**config.mk**
```make
export PLATFORM = sky130hd
export DESIGN_NAME = pll_reset_seq
export DESIGN_NICKNAME = d
export VERILOG_FILES = /design/src/rtl/pll_reset_seq.sv
export SDC_FILE = /design/constraint.sdc
export NUM_CORES = 1
export LEC_CHECK = 0
export BUFFER_PORTS_ARGS = -buffer_cell sky130_fd_sc_hd__buf_2
export CORE_MARGIN = 2
export CORE_UTILIZATION = 24
export DETAILED_ROUTE_END_ITERATION = 8
export GPL_TIMING_DRIVEN = 0
export PLACE_DENSITY_LB_ADDON = 0.1
export SLEW_MARGIN = 20
export SYNTH_ARGS = -nofsm -noshare
export SYNTH_HDL_FRONTEND = slang
export SYNTH_SLANG_ARGS = --single-unit
export TNS_END_PERCENT = 50
```
**constraint.sdc**
```tcl
create_clock -name refclk -period 2.15 [get_ports refclk]
set_input_delay 0.43 -clock refclk [delete_from_list [all_inputs] [get_ports refclk]]
set_output_delay 0.43 -clock refclk [all_outputs]
set_load 0.01 [all_outputs]
```
**src/rtl/pll_reset_seq.sv**
```systemverilog
// pll_reset_seq: timed PLL reset pulse, heartbeat lock supervisor and system reset release
module pll_reset_seq #(
    parameter int RST_CYCLES    = 24,
    parameter int SETTLE_CYCLES = 2400,
    parameter int HB_TIMEOUT    = 64,
    parameter int MIN_EDGES     = 16,
    parameter int MAX_RETRY     = 3,
    parameter int CNT_W         = 16
) (
    input  logic       refclk,
    input  logic       reset,
    input  logic       pll_hb,
    input  logic       rearm,
    output logic       pll_reset,
    output logic       sys_rst,
    output logic       pll_ok,
    output logic       fault,
    output logic [1:0] retry_cnt
);
    localparam int EW = $clog2(MIN_EDGES + 1);
    typedef enum logic [2:0] {RST_PULSE, SETTLE, CHECK, RUN, FAULT} state_t;
    state_t           state_q, state_d;
    logic [CNT_W-1:0] cnt_q, cnt_d;
    logic [EW-1:0]    edges_q, edges_d;
    logic [1:0]       retry_q, retry_d;
    logic [2:0]       hb_q;
    logic             hb_edge, timeout, fail;
    logic             pll_reset_q, pll_reset_d, sys_rst_q, sys_rst_d;
    logic             pll_ok_q, pll_ok_d, fault_q, fault_d;
    assign hb_edge   = hb_q[1] ^ hb_q[2];
    assign timeout   = cnt_q == CNT_W'(HB_TIMEOUT - 1) && !hb_edge;
    assign pll_reset = pll_reset_q;
    assign sys_rst   = sys_rst_q;
    assign pll_ok    = pll_ok_q;
    assign fault     = fault_q;
    assign retry_cnt = retry_q;
    always_ff @(posedge refclk) begin
        if (reset) begin
            state_q     <= RST_PULSE;
            cnt_q       <= '0;
            edges_q     <= '0;
            retry_q     <= '0;
            hb_q        <= '0;
            pll_reset_q <= 1'b1;
            sys_rst_q   <= 1'b1;
            pll_ok_q    <= 1'b0;
            fault_q     <= 1'b0;
        end else begin
            state_q     <= state_d;
            cnt_q       <= cnt_d;
            edges_q     <= edges_d;
            retry_q     <= retry_d;
            hb_q        <= {hb_q[1:0], pll_hb};
            pll_reset_q <= pll_reset_d;
            sys_rst_q   <= sys_rst_d;
            pll_ok_q    <= pll_ok_d;
            fault_q     <= fault_d;
        end
    end
    always_comb begin
        state_d = state_q;
        cnt_d   = cnt_q + CNT_W'(1);
        edges_d = edges_q;
        retry_d = retry_q;
        fail    = 1'b0;
        case (state_q)
            RST_PULSE: if (cnt_q == CNT_W'(RST_CYCLES - 1)) begin
                state_d = SETTLE;
                cnt_d   = '0;
            end
            SETTLE: if (cnt_q == CNT_W'(SETTLE_CYCLES - 1)) begin
                state_d = CHECK;
                cnt_d   = '0;
                edges_d = '0;
            end
            CHECK: if (hb_edge) begin
                cnt_d   = '0;
                edges_d = edges_q + EW'(1);
                if (edges_d == EW'(MIN_EDGES)) begin
                    state_d = RUN;
                    retry_d = '0;
                end
            end else begin
                fail = timeout;
            end
            RUN: if (hb_edge) cnt_d = '0;
                 else fail = timeout;
            default: cnt_d = '0;
        endcase
        if (fail) begin
            cnt_d   = '0;
            state_d = retry_q < 2'(MAX_RETRY) ? RST_PULSE : FAULT;
            retry_d = retry_q < 2'(MAX_RETRY) ? retry_q + 2'd1 : retry_q;
        end
        if (rearm) begin
            state_d = RST_PULSE;
            cnt_d   = '0;
            edges_d = '0;
            retry_d = '0;
        end
    end
    always_comb begin
        pll_reset_d = state_d == RST_PULSE || state_d == FAULT;
        sys_rst_d   = state_d != RUN;
        pll_ok_d    = state_d == RUN;
        fault_d     = state_d == FAULT;
    end
endmodule
```
==> reports/metrics.yaml <==
timing:
  fin_ws_ns: -0.0242
  finalSetupViolCount: 1
  hold_viol: 0
  finClkSkew_ns: 0.00545
  rsz0062_at_grt: "true"
  max_slew_margin: 0.615
  fin_crit_sh: 1.01
  worst_pin_slew_ns: 0.577
  fmax_mhz: 460
  fin_crit_ns: 2.17
  report.final.slew_viol_count: 0
cts:
  cts_hold_buffers: 0
  clock-sinks: 33
  cts_buffers: 5
  h-tree-depth: 2
  clk_pin_slew_ns: 0.07
  cts_tree: "done"
  cts-root-buf: "clkbuf_8"
  worstSkewPairLatency_ns: 0.28
  ctsLongestPathBuffers: 2
power:
  clock_power_share: 0.417
  intPower_mw: 0.880
  p_sw_mw: 0.228
  irDropWorstVdd_v: 0.000223
  powerDensity_mw_per_mm2: 608
  switching_share: 0.205
  combPwrFrac: 0.026
  power.share.sequential: 0.557
  leakage_nw: 0.632
setup_path:
  path_cells: "or4_4 > nor4_4 > a21oi_2 > nor3_4 > or4b_1"
  cp_data_arrival_time_ns: 2.32
  start_kind: "register"
  critPathCaptureType: "register"
  slowest_delay_ns: 0.58
  crit_path_top_delay_cell: "or4_4"
  critPathLaunch: "cnt_q[15]"
  worst_ep_required_time_ns: 2.30
  cp_max_fo: 4
  reg2reg_from: "cnt_q[15]"
  worstSetupPathType: "register to register"
drt:
  drtIter0Drc: 34
  drc: 0
  wirelength_um: 3390
  dr.pass1.iters: 4
  vias_per_cell: 4.62
  num_vias: 1257
  detail-route-antenna-nets: 0
  routedWlPerCell_um: 12.5
final_layout:
  nets: 202
  fin_area_sq_mm: 0.00182
  drive_gt1_frac: 0.200
  insertedDiodeCount: 0
  synthToLayoutAreaGrowth_pct: 18.1
  fin_cells: 272
synth:
  yosys_warnings: 0
  ys_async_sr_fraction: 0
  synth_commonest_cells: "nor2_1 (38), dfxtp_1 (33), xnor2_1 (11), nand2_1 (8)"
  synth_fp_nets: 182
  synth_ff_type: "dfxtp_1"
  syn_area_sq_mm: 0.00154
  synth_seq_cells: 33
  yosysMostFrequentCell: "nor2_1"
  synth_edf_count: 0
  synth_area_leaders: "dfxtp_1 (43%), nor2_1 (9.2%), xnor2_1 (6.2%), xor2_1 (3.4%), ha_1 (2.4%)"
  synth_top_area_frac: 0.428
  synth_top_area_cell: "dfxtp_1"
  ys_seq_area_frac: 0.428
  netlist-cell-type-count: 43
  syn_area_per_cell_sq_um: 8.82
  syn_inst: 175
status:
  violations: "setup timing"
  status: "finished with violations"
placement:
  numPortBuffers: 9
  dp.cells: 261
  hpwlAfterDp_um: 2520
  globalplace.congestion: 0.772
  placed_cell_area_sq_mm: 0.00168
die:
  placeableCoreArea_sq_mm: 0.00628
  start_util: 0.246
  dieArea_sq_mm: 0.00709
  rows: 29
  die_y_um: 84.2
  die_x_um: 84.2
  io_pins: 10
hold_path:
  hold_path.class: "input pin to register"
  hold_path.startpoint: "reset"
grt:
  grt_pass1_vias: 1253
  grt_remaining_overflow: 0
  grt_usage: 0.102
  grt_max_degree: 11
  antenna_found_initial: 0
  grt_pass1_wl_um: 5800
run:
  cap_violations: 0
## power groups by stage
| stage | combinational (mW) | sequential (mW) | clock [mW] |
|---|---|---|---|
| 2_1_floorplan | 0.0163 | 0.631 | 0 |
| 3_3_place_gp | 0.0259 | 0.631 | 0 |
| 3_5_place_dp | 0.0261 | 0.631 | 0 |
| 4_1_cts | 0.0292 | 0.617 | 0.488 |
| 5_1_grt | 0.0320 | 0.617 | 0.520 |
| 6_report | 0.0288 | 0.617 | 0.462 |
## path summary, 6_finish.rpt
| path | slack (ns) | to | depth (start not counted) |
|---|---|---|---|
| worst min register to register | 0.44 | hb_q[1] | 1 |
| worst max register to register | -0.02 | sys_rst | 5 |
| worst max-delay path | -0.02 | sys_rst | 5 |
| worst min-delay path | 0.35 | hb_q[1] | 2 |
## cell usage in the layout, fill, tap and decap left out, types with 2 or more instances in the layout
| master | netlist | layout |
|---|---|---|
| or3_1 | 3 | 3 |
| buf_2 | 1 | 9 |
| o21ai_0 | 2 | 2 |
| nor4b_1 | 2 | 2 |
| o211ai_1 | 2 | 2 |
| dfxtp_1 | 33 | 30 |
| a21oi_2 | 1 | 2 |
| and4b_2 | 2 | 2 |
| nand3b_1 | 2 | 2 |
| or2_2 | 2 | 2 |
| nor2b_1 | 4 | 4 |
| xor2_1 | 6 | 6 |
| xnor2_1 | 11 | 11 |
| clkbuf_1 | 3 | 4 |
| nor3_1 | 5 | 5 |
| buf_4 | 0 | 5 |
| dfxtp_2 | 0 | 3 |
| nand2_1 | 8 | 8 |
| inv_1 | 7 | 7 |
| nand4_1 | 3 | 3 |
| clkbuf_8 | 0 | 6 |
| ha_1 | 3 | 3 |
| nand3_1 | 7 | 7 |
| a21oi_1 | 6 | 5 |
| nor2_1 | 38 | 38 |
| nor4_1 | 3 | 3 |
## kinds of logic (layout without fill, tap and decap cells)
logic type      count (synthesis)  in the layout  synth area share
compound gates                 18             18            0.0787
xor+xnor                       17             17            0.0965
fa+ha+maj                       3              3            0.0243
buf+inv                        12             32            0.0308
flops                          33             33             0.428
simple gates                   92             92             0.341
## critical path, delay by kind of cell (launching register included)
family	cells	cell delay (ns)
compound gates	1	0.13
simple gates	4	1.59
flops	1	0.32
## repair_timing
item / in CTS / in global routing
setup endpoints to repair: 11 / 11
resized for setup: 5 / 2
hold endpoints to repair: 0 / 0
pin swaps: 1 / 5
setup buffers: 2 / 2
## per-stage QoR
step / setup slack, ns / hold WS (ns) / setup TNS [ns] / power [mW] / util
after global routing: -0.113 / 0.362 / -0.139 / 1.17 / 0.290
after floorplan: 0.159 / 0.414 / 0 / 0.647 / -
after CTS: 0.00674 / 0.346 / 0 / 1.13 / 0.287
after detailed placement: -0.130 / 0.423 / -1.28 / 0.657 / 0.268
final: -0.0242 / 0.355 / -0.0242 / 1.11 / 0.290
after global placement: -0.113 / 0.422 / -1.12 / 0.657 / 0.268
## registers in the layout, indices dropped and copies added, names as in the netlist
name,count
cnt_q,16
edges_q,5
fault,1
hb_q,3
pll_ok,1
pll_reset,1
retry_cnt,2
state_q,3
sys_rst,1
## cell type report
cell class	instances	area, sq um
plain buffers	5	23.8
multi-input cells	130	850
well taps	77	96.3
clock buffers	7	86.3
fillers	674	4460
flip-flops and latches	33	664
inverters	7	26.3
repair buffers	13	75.1
## per-layer routing
layer / GRT usage / vias up / part of all wire
met2: 0.172 / 15 / 0.48
met3: 0.0344 / 4 / 0.033
met4: 0.0396 / 0 / 0.011
met5: 0 / - / 0
li1: - / 648 / -
met1: 0.121 / 590 / 0.48
Note: power is estimated with default switching activity, not from simulation.
